==> src/rtl/counter_ext.sv <==
// counter_ext: up/down counter with wrap or saturate bounds, load, terminal-count and sticky overflow.
// Optional tick prescaler is enabled by defining COUNTER_PRESCALE_EN.
module counter_ext #(
    parameter int WIDTH      = 4,
    parameter int MAX_VAL    = (1 << WIDTH) - 1,
    parameter int PRESCALE_W = 8
) (
    input  logic                  iclk,
    input  logic                  irst,
    input  logic                  ien,
    input  logic                  iup,
    input  logic                  isat,
    input  logic                  iload,
    input  logic [WIDTH-1:0]      idata,
    input  logic                  iclr_ovf,
`ifdef COUNTER_PRESCALE_EN
    input  logic [PRESCALE_W-1:0] iprescale,
`endif
    output logic [WIDTH-1:0]      ocnt,
    output logic                  otc,
    output logic                  oovf
);
    localparam logic [WIDTH-1:0] max_v = WIDTH'(MAX_VAL);

    if (WIDTH < 1 || PRESCALE_W < 1 || MAX_VAL > (1 << WIDTH) - 1 || MAX_VAL < 0)
        $error("counter_ext: bad parameters");

    logic             tick, step, bound;
    logic [WIDTH-1:0] next_cnt, load_val;

`ifdef COUNTER_PRESCALE_EN
    logic [PRESCALE_W-1:0] pre;
    assign tick = pre == iprescale;
    always_ff @(posedge iclk) begin
        if (!irst || iload)
            pre <= '0;
        else if (ien)
            pre <= tick ? '0 : pre + 1'b1;
    end
`else
    assign tick = 1'b1;
`endif

    always_comb begin
        step     = ien & tick & ~iload;
        bound    = iup ? (ocnt == max_v) : (ocnt == '0);
        load_val = idata > max_v ? max_v : idata;
        next_cnt = iup ? (bound ? (isat ? max_v : '0) : ocnt + 1'b1)
                       : (bound ? (isat ? '0 : max_v) : ocnt - 1'b1);
    end

    always_ff @(posedge iclk) begin
        if (!irst) begin
            ocnt <= '0;
            otc  <= 1'b0;
            oovf <= 1'b0;
        end else begin
            ocnt <= iload ? load_val : step ? next_cnt : ocnt;
            otc  <= step & bound;
            // a boundary step in the same cycle as a clear keeps the flag set
            oovf <= (step & bound) | (oovf & ~iclr_ovf);
        end
    end
endmodule
==> config.mk <==
export PLATFORM = sky130hd
export DESIGN_NAME = counter_ext
export DESIGN_NICKNAME = d
export VERILOG_FILES = /design/src/rtl/counter_ext.sv
export SDC_FILE = /design/constraint.sdc
export NUM_CORES = 1
export LEC_CHECK = 0
export ABC_CLOCK_PERIOD_IN_PS = 2000
export BUFFER_PORTS_ARGS = -buffer_cell sky130_fd_sc_hd__buf_2
export CORE_AREA = 2 2 39 41
export CTS_BUF_LIST = sky130_fd_sc_hd__clkbuf_2
export CTS_CLUSTER_SIZE = 40
export DETAILED_ROUTE_END_ITERATION = 12
export DIE_AREA = 0 0 41 43
export HOLD_SLACK_MARGIN = 0.08
export PLACE_DENSITY = 0.61
export SYNTH_ARGS = -nofsm -noshare
export SYNTH_HDL_FRONTEND = slang
export SYNTH_SLANG_ARGS = --single-unit
==> constraint.sdc <==
create_clock -name iclk -period 2 [get_ports iclk]
set_clock_uncertainty 0.2 [all_clocks]
set_input_delay 0.1 -clock iclk [delete_from_list [all_inputs] [get_ports iclk]]
set_output_delay 0.1 -clock iclk [all_outputs]
set_load 0.02 [all_outputs]
---- Word-level counts from Yosys, hierarchy flattened ----
Index checks and enable logic that the tools add are counted.
W data, S select, Z words.
word-level totals
  output and inout port bits .............. 6
  logic and storage cells ................. 24
  input port bits ......................... 11
  bits in registers ....................... 6
cells by class
  mux-type cells .......................... 9
  bitwise gates (word level) .............. 6
  eq/ne operators ......................... 1
  add/sub/neg operators ................... 2
  $lt $le $gt $ge ......................... 1
  reduce and logical (&&, ||, !) cells .... 2
operator list
  cell                   number
  $mux W4                8
  $add A4 B1 Y4 const B  1
  $eq A4 B4 Y1 const B   1
  $gt A4 B4 Y1 const B   1
  $logic_not A4 Y1       1
  $sub A4 B1 Y4 const B  1
  $and A1 B1 Y1          3
  $not A1 Y1             2
  $reduce_bool A2 Y1     1
  $mux W1                1
  $or A1 B1 Y1           1

---- Logic depth before layout (Yosys ltp) ----
Gate-level depths: netlist (run 1).
  depth after elaboration ................. 6
  depth in mapped cells ................... 6
  gate-level depth less buffers ........... 6

---- Worst setup path after synthesis (run 1) ----
No wires, ideal clock.
  kind .................................... register -> register
  from .................................... register ocnt[1]
  to ...................................... register ocnt[0]
  setup slack ............................. 211 ps
  data required time ...................... 1681 ps
  clock period less this slack ............ 1789 ps
  library setup time ...................... 119 ps
  cell stages (with the launch flop) ...... 6
  data arrival time ....................... 1470 ps
  path buffers ............................ 0
  cell sequence ........................... dfxtp_1 ha_1 and4_4 nand2b_4 a41o_1 o221a_1
on the way
  word-level cells in the longest chain between the ends .. 6
  elaborated cells between the ends (all ways) .. 8
  those cells by class .................... eq/ne (1); mux (6); reduce/logical (1)
ends and longest elaborated chain
  item                                              RTL line  source
  start: declaration                                19        output logic [WIDTH-1:0] ocnt,
  start signal: assignment                          58        ocnt <= iload ? load_val : step ? next_cnt : ocnt;
  $eq A4 B4 Y1 or $logic_not A4 Y1 (tied branches)  46        bound = iup ? (ocnt == max_v) : (ocnt == '0);
  $mux W1 *                                         46
  $mux W4, on equally long branches                 49, 48
  $mux W4 *                                         48        next_cnt = iup ? (bound ? (isat ? max_v : '0) : ocnt + 1'b1)
  $mux W4 * (2 in series)                           58
Every way passes the cells marked *; elsewhere a longest branch is shown, timed or not. The select of a mux whose other input is x is not followed.
A chain may end at the register's enable or synchronous reset.

---- Final worst setup path (run 1) ----
  from .................................... register ocnt[0]
  to ...................................... register ocnt[0]
on the way
  word-level cells in the longest chain between the ends .. 6
  elaborated cells between the ends (all ways) .. 10
  those cells by class .................... add/sub (2); eq/ne (1); mux (6); reduce/logical (1)
ends and longest elaborated chain
  item                                                   RTL line
  branches (longest 3 deep; another with $sub A4 B1 Y4)  --
  $mux W4 *                                              48
  $mux W4 * (2 in series)                                58
Mark *: on every way between the ends. The select of a mux whose other input is x is not followed.

==> qor.txt, run 1 <==
Actual slew at the worst max-slew pin: 405 ps
Post-layout utilization of the core: 48.1%
Delay of the slowest critical-path stage: 350 ps
Die width: 41 µm
Via count: 507
Clock transition at the registers of the reported paths: 60 ps
Synthesized instance count: 55
Most common cell after layout, fill and taps aside: sky130_fd_sc_hd__buf_2
Remaining DRCs: 0
Endpoint of the worst hold path: ocnt[1]
Number of nets in the layout: 94
Register Area: 120 µm²
Share of Yosys cell area claimed by the top area cell type: 23.8%
Count of yosys warnings during synthesis: 0
Total track usage: 16.5%
Clock buffers created by TritonCTS: 3
Std-Cell Rows: 14
Slowest library cell on the worst path: sky130_fd_sc_hd__dfxtp_1
Syn_nets: 68
Starting Density: 36.4%
Fin worst setup slack: 155 ps
Area growth syn-to-layout: 32.0%
Cell taking the most area after synthesis: sky130_fd_sc_hd__dfxtp_1
Pin count of the biggest net entering global routing: 13
Routed wire per std cell: 12.7 µm
First-pass iteration count of the detailed router: 3
Count of placed standard cells in the final layout, fillers left out: 95
Routability congestion estimate from global placement: 0.812
Final standard cell area without fillers: 666 µm²
RR Endpoint: ocnt[0]
Number of synthesized register bits: 6
# clock sinks: 6
Count of fill cells added during filler insertion: 131
Vert. Die Dim: 43 µm
Critical Path End Type: flip-flop
Period Utilization, post-route: 92.3%
Number of gates given a new drive strength after cts: 0
Sequential cell area fraction in the yosys report: 23.8%
Clock buffer depth: 2
H-tree depth reported by CTS: 1
DRC violation total after the first TritonRoute iteration: 8
Aggregate negative setup slack: 0 ps
Worst-path cell chain: inv_1 -> ha_1 -> nor4b_4 -> nand2_1 -> a41o_1 -> o221a_1
Post-synthesis area per instance: 9.17 µm²
Final count of pins violating max slew: 0
Grt ovf: 0
Count of maximum capacitance violations: 0
Share of layout cells above drive strength 1: 34.2%
Placeable core area: 1380 µm²
Antenna diode count: 0
Post-DP Area: 571 µm²
Simple-gate share of the synthesized area: 26.3%
Vias in the first global route: 458
Fmax achieved: 0.542 GHz
Fraction of synthesized area in multiplexers: 4.22%
Unrepaired setup endpoints after global routing: no
Post-synthesis xor/xnor area fraction: 1.74%
Peak supply drop: 289 µV
Netlist cell types: 35
P_leak: 0.296 nW
Placed cells: 84
Post-synthesis compound-gate area fraction: 27.8%
Most used cells in the layout excluding fill and tap cells: sky130_fd_sc_hd__buf_2, sky130_fd_sc_hd__dlygate4sd3_1, sky130_fd_sc_hd__inv_1, sky130_fd_sc_hd__dfxtp_1
Fin crit period: 1850 ps
Clock tree from TritonCTS: done
Total detailed-routing wirelength: 1.20 mm
Ratio of routed vias to standard cells: 5.34
Clock Tree Root: sky130_fd_sc_hd__clkbuf_2
Total die area: 1760 µm²
# IOs: 17
Worst endpoint data arrival time: 1750 ps
Outcome: completed
Worst min-delay path class: in -> reg
Minimum setup slack after placement: 207 ps
Areal power density over the cells: 511 nW/µm²
Post-Syn Area: 504 µm²
Arithmetic-cell share of the synthesized area counting full adders, half adders and majority gates: 4.96%
Depth of the worst hold-timing path: 4
Largest family of logic cells by synthesized area: compound AO/OA/AOI/OAI gates
Fin. Hold Viols: 0
Crit path kind: reg -> reg
Wire length of the first global-routing pass: 2.01 mm
Area taken by multi-input logic gates: 328 µm²
# setup viols final: 0
Cells taking the most area after synthesis: sky130_fd_sc_hd__dfxtp_1, sky130_fd_sc_hd__buf_6, sky130_fd_sc_hd__ha_1
Worst path required time: 1900 ps
Buffers added on ports: 16
Detailed placement HPWL: 833 µm
Number of routed nets with antenna violations: 0
CP max FO: 5
R2R Setup Slk: 150 ps
Setup crit start kind: flip-flop
Skew-Pair Late Insertion Delay: 220 ps
Max_slew headroom: 72.9%
Launch point of the worst reg-to-reg path: ocnt[0]
Initial antenna violation count: 0
Hold wc startpoint: isat
Worst Reg2Reg Path Length in Cells: 6
-- repair_timing --
| action | in CTS | in global routing |
|---|---|---|
| setup buffers | 0 | 0 |
| hold buffers | 8 | 0 |
| hold endpoints to repair | 6 | 0 |
-- worst max path at each step --
stage               startpoint       to  slack [ps]  cells after the start
floorplan              ocnt[1]  ocnt[0]         210                      5
global route           ocnt[0]  ocnt[0]          30                      6
finish                 ocnt[0]  ocnt[0]         150                      6
detailed placement     ocnt[0]  ocnt[0]         210                      6
global placement       ocnt[0]  ocnt[0]         200                      6
CTS                    ocnt[0]  ocnt[0]         190                      6
-- synth_stat cells --
cell and count:
sky130_fd_sc_hd__nand3b_1 1, sky130_fd_sc_hd__nor3b_1 1, sky130_fd_sc_hd__o2111a_1 1, sky130_fd_sc_hd__nand2b_1 1, sky130_fd_sc_hd__inv_1 6, sky130_fd_sc_hd__a31o_2 1, sky130_fd_sc_hd__o221a_2 1, sky130_fd_sc_hd__nand2b_4 1
sky130_fd_sc_hd__nand2_1 3, sky130_fd_sc_hd__ha_1 2, sky130_fd_sc_hd__nor2_1 1, sky130_fd_sc_hd__nor4_1 1, sky130_fd_sc_hd__or2b_1 1, sky130_fd_sc_hd__nand3_1 3, sky130_fd_sc_hd__buf_6 3, sky130_fd_sc_hd__or3b_2 1
sky130_fd_sc_hd__o21ai_0 2, sky130_fd_sc_hd__xnor2_1 1, sky130_fd_sc_hd__o41ai_1 1, sky130_fd_sc_hd__and4_4 1, sky130_fd_sc_hd__o221a_1 1, sky130_fd_sc_hd__o2111ai_1 1, sky130_fd_sc_hd__o21ai_2 1, sky130_fd_sc_hd__a31oi_1 2
sky130_fd_sc_hd__o21ai_1 1, sky130_fd_sc_hd__and4_2 1, sky130_fd_sc_hd__mux2_1 1, sky130_fd_sc_hd__a21oi_1 2, sky130_fd_sc_hd__a41oi_1 1, sky130_fd_sc_hd__a41o_1 1, sky130_fd_sc_hd__mux2i_1 1, sky130_fd_sc_hd__dfxtp_1 6
sky130_fd_sc_hd__nor4b_4 1, sky130_fd_sc_hd__o22ai_1 1, sky130_fd_sc_hd__a211o_1 1
-- layout make-up --
cell class / count / area share, %
multi-input cells: 40 / 49.2
repair buffers: 24 / 24.1
flip-flops and latches: 6 / 18.0
inverters: 6 / 3.38
well taps: 16 / 3.01
clock buffers: 3 / 2.26
-- routing by layer --
| metal | vias to the layer above | track usage [%] | wire (µm) |
|---|---|---|---|
| met5 | - | 0 | 0 |
| met4 | 0 | 6.00 | 0 |
| met3 | 0 | 3.14 | 40 |
| met2 | 8 | 23.4 | 582 |
| met1 | 238 | 23.9 | 582 |
| li1 | 261 | - | - |
-- power breakdown --
| group | leakage (nW) | switching (mW) | internal [mW] |
|---|---|---|---|
| clock network | 0.0125 | 0.0457 | 0.0408 |
| logic | 0.234 | 0.0544 | 0.0574 |
| registers | 0.0495 | 0.0146 | 0.127 |
-- flip-flops by register name, indices dropped and copies added, names as in the netlist --
name,count
oovf,1
otc,1
ocnt,4
-- worst max-delay path, delay by kind of cell (launching register included) --
| family | cells | cell delay [ps] |
|---|---|---|
| buf+inv | 1 | 110 |
| fa+ha+maj | 1 | 210 |
| compound gates | 2 | 470 |
| simple gates | 2 | 390 |
| flops | 1 | 350 |
-- logic make-up (layout without fill, tap and decap cells) --
logic type | count (synthesis) | after routing
muxes | 2 | 2
AOI/OAI and AO/OA | 18 | 18
DFF | 6 | 6
and+or+nand+nor | 17 | 17
buffers and inverters | 9 | 33
xor gates and xnor gates | 1 | 1
adders and majority gates | 2 | 2
-- stage by stage --
step / hold slack [ps] / total power [mW]
final: 185 / 0.340
after global routing: 198 / 0.366
after CTS: 168 / 0.344
after detailed placement: 171 / 0.242
after global placement: 166 / 0.243
after floorplan: 38.3 / 0.218
(Power assumes the default switching activity.)
==> run 2: changes to the inputs <==
Settings changed: PLACE_DENSITY 0.61 to not set, RECOVER_POWER set to 50.
==> run 2 against run 1 <==
Core utilization shrank 0.54 points. Combinational power is essentially flat. Routed wire length shrank 1.7%. Sequential cell count is the same. Worst hold slack lost 21 ps. Total power is essentially flat. Register-to-register slack gained 30 ps.
==> qor.txt, run 2 (same netlist as run 1, synthesis figures left out) <==
Area growth syn-to-layout: 30.5%
Crit path kind: reg -> reg
Actual slew at the worst max-slew pin: 401 ps
Clock Tree Root: sky130_fd_sc_hd__clkbuf_2
Peak supply drop: 326 µV
Outcome: completed
Die width: 41 µm
Routability congestion estimate from global placement: 0.828
Critical Path End Type: flip-flop
Skew-Pair Late Insertion Delay: 230 ps
Register Area: 120 µm²
Hold WS: 164 ps
Wire length of the first global-routing pass: 1.88 mm
Initial antenna violation count: 0
Fin worst setup slack: 188 ps
Count of maximum capacitance violations: 0
Largest reg by FF count: ocnt
Fmax achieved: 0.552 GHz
Areal power density over the cells: 517 nW/µm²
Remaining DRCs: 0
Depth of the worst hold-timing path: 4
Total track usage: 15.7%
Share of layout cells above drive strength 1: 26.6%
Clock transition at the registers of the reported paths: 80 ps
Slowest library cell on the worst path: sky130_fd_sc_hd__dfxtp_1
Number of gates given a new drive strength after cts: 0
Number of routed nets with antenna violations: 0
P_leak: 0.274 nW
Antenna diode count: 0
Max_slew headroom: 73.3%
Placeable core area: 1380 µm²
Most common cell after layout, fill and taps aside: sky130_fd_sc_hd__buf_2
Ratio of routed vias to standard cells: 5.35
Vias in the first global route: 461
Number of nets in the layout: 94
Fin crit period: 1810 ps
Minimum setup slack after placement: 205 ps
Worst Reg2Reg Path Length in Cells: 6
Total detailed-routing wirelength: 1.18 mm
Final count of pins violating max slew: 0
Routed wire per std cell: 12.5 µm
Final standard cell area without fillers: 658 µm²
CP max FO: 5
DRC violation total after the first TritonRoute iteration: 4
Post-DP Area: 571 µm²
Aggregate negative setup slack: 0 ps
Most used cells in the layout excluding fill and tap cells: sky130_fd_sc_hd__buf_2, sky130_fd_sc_hd__dlygate4sd3_1, sky130_fd_sc_hd__inv_1, sky130_fd_sc_hd__dfxtp_1, sky130_fd_sc_hd__clkbuf_1
Worst min-delay path class: in -> reg
Unrepaired setup endpoints after global routing: no
Via count: 508
Fin. Hold Viols: 0
Worst path required time: 1900 ps
Total power draw: 340 µW
Buffers added on ports: 16
Starting Density: 36.4%
H-tree depth reported by CTS: 1
Area taken by multi-input logic gates: 328 µm²
Period Utilization, post-route: 90.6%
Delay of the slowest critical-path stage: 340 ps
# clock sinks: 6
Std-Cell Rows: 14
Worst-path cell chain: inv_1 -> ha_1 -> nor4b_4 -> nand2_1 -> a41o_1 -> o221a_1
Pin count of the biggest net entering global routing: 13
Clock buffer depth: 2
# setup viols final: 0
Count of fill cells added during filler insertion: 145
Grt ovf: 0
Worst endpoint data arrival time: 1720 ps
Clock tree from TritonCTS: done
Vert. Die Dim: 43 µm
Biggest regs: ocnt (4), oovf (1), otc (1)
Setup crit start kind: flip-flop
Clock buffers created by TritonCTS: 3
Max FFs per register: 4
Total die area: 1760 µm²
# IOs: 17
First-pass iteration count of the detailed router: 3
-- run 2: cell count changes in the layout (fill, tap and decap cells not counted), sizes merged --
cell and delta:
buf -6, clkbuf +6
-- run 2: final cells by class --
| type | count | share of cell area [%] |
|---|---|---|
| multi-input combinational | 40 | 49.8 |
| timing repair buffer | 24 | 23.2 |
| sequential | 6 | 18.3 |
| inverter | 6 | 3.42 |
| tap | 16 | 3.04 |
| clock buffer | 3 | 2.28 |
-- run 2: path summary, 6_finish.rpt --
path | start | end | slack (ps)
max | ocnt[0] | ocnt[0] | 190
min | isat | ocnt[1] | 160
max reg2reg | ocnt[0] | ocnt[0] | 190
min reg2reg | oovf | oovf | 300
-- run 2: where the power goes --
| group | internal, mW | total, mW | switching, mW |
|---|---|---|---|
| registers | 0.127 | 0.142 | 0.0148 |
| logic | 0.0553 | 0.109 | 0.0537 |
| clock network | 0.0408 | 0.0889 | 0.0481 |
-- run 2: per-layer routing --
layer | GRT usage, % | share of wire [%]
met3 | 7.85 | 5.1
met1 | 19.9 | 49
met2 | 22.8 | 46
met4 | 4.00 | 0
met5 | 0 | 0
-- run 2: repair_timing --
| item | 4_1_cts | 5_1_grt |
|---|---|---|
| setup endpoints to repair | 0 | 0 |
| hold endpoints to repair | 6 | 0 |
| hold buffers | 8 | 0 |
| setup buffers | 0 | 0 |
-- run 2: worst max-delay path: cells and delay by family, from the launching register on --
family	cells	cell delay, ps
AO/OA/AOI/OAI	2	440
buffers and inverters	1	110
AND/OR/NAND/NOR	2	400
flip-flops	1	340
adder cells (fa/ha/maj)	1	210
-- run 2: metrics by stage --
step           std cells  util, %
4_1_cts               95     48.1
3_5_place_dp          84     41.2
3_3_place_gp          84     41.2
2_1_floorplan         55        -
5_1_grt               95     47.6
6_report              95     47.6
==> run 3: changes to the inputs <==
Settings changed: ABC_AREA set to 1, PLACE_DENSITY set to 0.67, SETUP_SLACK_MARGIN set to 0.1.
==> run 3 against run 2 <==
Total power grew 5.7%. Cell area grew 7.6%. Core utilization grew 3.6 points. Critical path type unchanged. Largest power group is now combinational cells. Clock-buffer cell count is the same.
==> qor.txt, run 3 <==
Outcome: completed
Initial antenna violation count: 0
Total track usage: 16.5%
Count of placed standard cells in the final layout, fillers left out: 128
Areal power density over the cells: 508 nW/µm²
Fin. Hold Viols: 0
Crit path kind: reg -> reg
Syn_nets: 99
# IOs: 17
Sequential cell area fraction in the yosys report: 22.5%
Count of maximum capacitance violations: 0
Wire length of the first global-routing pass: 2.03 mm
EDFF count, synth: 0
# clock sinks: 6
Routed wire per std cell: 9.98 µm
Total detailed-routing wirelength: 1.28 mm
Minimum setup slack after placement: 357 ps
Clock buffers created by TritonCTS: 3
Slowest library cell on the worst path: sky130_fd_sc_hd__dfxtp_1
Fin worst setup slack: 317 ps
Delay of the slowest critical-path stage: 330 ps
Count of fill cells added during filler insertion: 145
Sum of buffers and inverters on the critical path: 2
Placeable core area: 1380 µm²
Area growth syn-to-layout: 32.6%
Top_reg_cell synth: sky130_fd_sc_hd__dfxtp_1
Clock buffer depth: 2
Worst endpoint data arrival time: 1610 ps
Buffers added on ports: 16
Fraction of synthesized area in multiplexers: 0%
Ratio of routed vias to standard cells: 4.79
Number of nets in the layout: 127
Worst min-delay path class: in -> reg
Post-synthesis compound-gate area fraction: 11.7%
Worst-path cell chain: inv_1 -> ha_1 -> inv_1 -> nor2_4 -> nand2_2 -> nand2_4 -> nand2_4 -> nand2_1 -> nand2_1 -> nand3_1 -> a21oi_1
Clock transition at the registers of the reported paths: 60 ps
First-pass iteration count of the detailed router: 4
Number of synthesized register bits: 6
CP max FO: 6
Hold Buf Count CTS: 7
Largest family of logic cells by synthesized area: simple AND/OR/NAND/NOR gates
Post-synthesis xor/xnor area fraction: 0%
Pin count of the biggest net entering global routing: 10
Detailed placement HPWL: 1.02 mm
Antenna diode count: 0
Post-Syn Area: 534 µm²
Worst path required time: 1930 ps
Total die area: 1760 µm²
Post-synthesis area per instance: 6.21 µm²
Max FFs per register: 4
Final standard cell area without fillers: 708 µm²
Fraction of synthesis flops using an asynchronous set or reset pin: 0%
Setup crit start kind: flip-flop
P_leak: 0.391 nW
Number of gates given a new drive strength after cts: 0
Post-DP Area: 631 µm²
Remaining DRCs: 0
Die width: 41 µm
Aggregate negative setup slack: 0 ps
Simple-gate share of the synthesized area: 47.1%
DRC violation total after the first TritonRoute iteration: 15
H-tree depth reported by CTS: 1
Std-Cell Rows: 14
Vert. Die Dim: 43 µm
Most common cell after layout, fill and taps aside: sky130_fd_sc_hd__nand2_1
Synthesized instance count: 86
Grt ovf: 0
Actual slew at the worst max-slew pin: 360 ps
Peak supply drop: 240 µV
Number of routed nets with antenna violations: 0
Share of Yosys cell area claimed by the top area cell type: 22.5%
Critical path's top delay family: simple AND/OR/NAND/NOR gates
Clock Tree Root: sky130_fd_sc_hd__clkbuf_2
Arithmetic-cell share of the synthesized area counting full adders, half adders and majority gates: 4.68%
Vias in the first global route: 525
Largest reg by FF count: ocnt
Critical Path End Type: flip-flop
Skew-Pair Late Insertion Delay: 220 ps
Routability congestion estimate from global placement: 0.759
Final count of pins violating max slew: 0
Placed cells: 118
Fmax achieved: 0.594 GHz
Unrepaired setup endpoints after global routing: no
Most used cells in the layout excluding fill and tap cells: sky130_fd_sc_hd__nand2_1, sky130_fd_sc_hd__inv_1, sky130_fd_sc_hd__nand3_1
Via count: 613
Post-CTS setup buffer count: 0
Biggest regs: ocnt (4), oovf (1), otc (1)
Max_slew headroom: 76.0%
Most repeated cell in the gate-level netlist after synthesis: sky130_fd_sc_hd__nand2_1
Period Utilization, post-route: 84.1%
Clock tree from TritonCTS: done
Share of layout cells above drive strength 1: 23.2%
Count of yosys warnings during synthesis: 0
Cell taking the most area after synthesis: sky130_fd_sc_hd__dfxtp_1
Cells taking the most area after synthesis: sky130_fd_sc_hd__dfxtp_1, sky130_fd_sc_hd__nand2_1, sky130_fd_sc_hd__nand3_1
Fin crit period: 1680 ps
Netlist cell types: 19
Most used standard cells in the synthesized netlist: sky130_fd_sc_hd__nand2_1, sky130_fd_sc_hd__inv_1, sky130_fd_sc_hd__nand3_1
Starting Density: 38.6%
# setup viols final: 0
-- run 3: routing by layer --
layer  vias to the layer above  track usage, %  wire, µm
met5                         -               0         0
met4                         0            4.00         0
met3                         0            4.71        55
met2                        18            28.4       660
met1                       269            18.9       561
li1                        326               -         -
-- run 3: where the power goes --
group	internal, mW	switching [mW]	total (mW)
Sequential	0.127	0.00995	0.137
Combinational	0.0592	0.0830	0.142
Clock	0.0405	0.0395	0.0800
-- run 3: worst min-delay path, stage by stage --
cell and delay, ps:
sky130_fd_sc_hd__buf_2 130, sky130_fd_sc_hd__nor2_1 110, sky130_fd_sc_hd__nand2_1 90, sky130_fd_sc_hd__a21oi_2 50
-- run 3: cell type report --
type / instances / area, µm² / share of cell area [%]
multi-input cells: 63 / 339 / 47.9
repair buffers: 25 / 158 / 22.3
flip-flops and latches: 6 / 120 / 17.0
inverters: 15 / 56.3 / 7.95
well taps: 16 / 20.0 / 2.83
clock buffers: 3 / 15.0 / 2.12
-- run 3: path summary, 6_finish.rpt --
| check | cells after the start | slack [ps] | start | endpoint |
|---|---|---|---|---|
| worst max-delay path | 11 | 320 | ocnt[0] | ocnt[1] |
| worst min-delay path | 4 | 100 | iload | ocnt[0] |
| worst max register to register | 11 | 320 | ocnt[0] | ocnt[1] |
| worst min register to register | 2 | 270 | oovf | oovf |
-- run 3: logic make-up after synthesis --
| family | after synthesis |
|---|---|
| flops | 6 |
| fa+ha+maj | 2 |
| buf+inv | 17 |
| simple gates | 51 |
| compound gates | 10 |
-- run 3: per-stage QoR --
step | utilization, % | power (mW) | hold WS [ps]
after floorplan | - | 0.236 | 63.3
after global placement | 45.6 | 0.271 | 157
after detailed placement | 45.6 | 0.273 | 159
after CTS | 51.7 | 0.366 | 86.3
after global routing | 51.2 | 0.390 | 98.8
final | 51.2 | 0.359 | 98.4
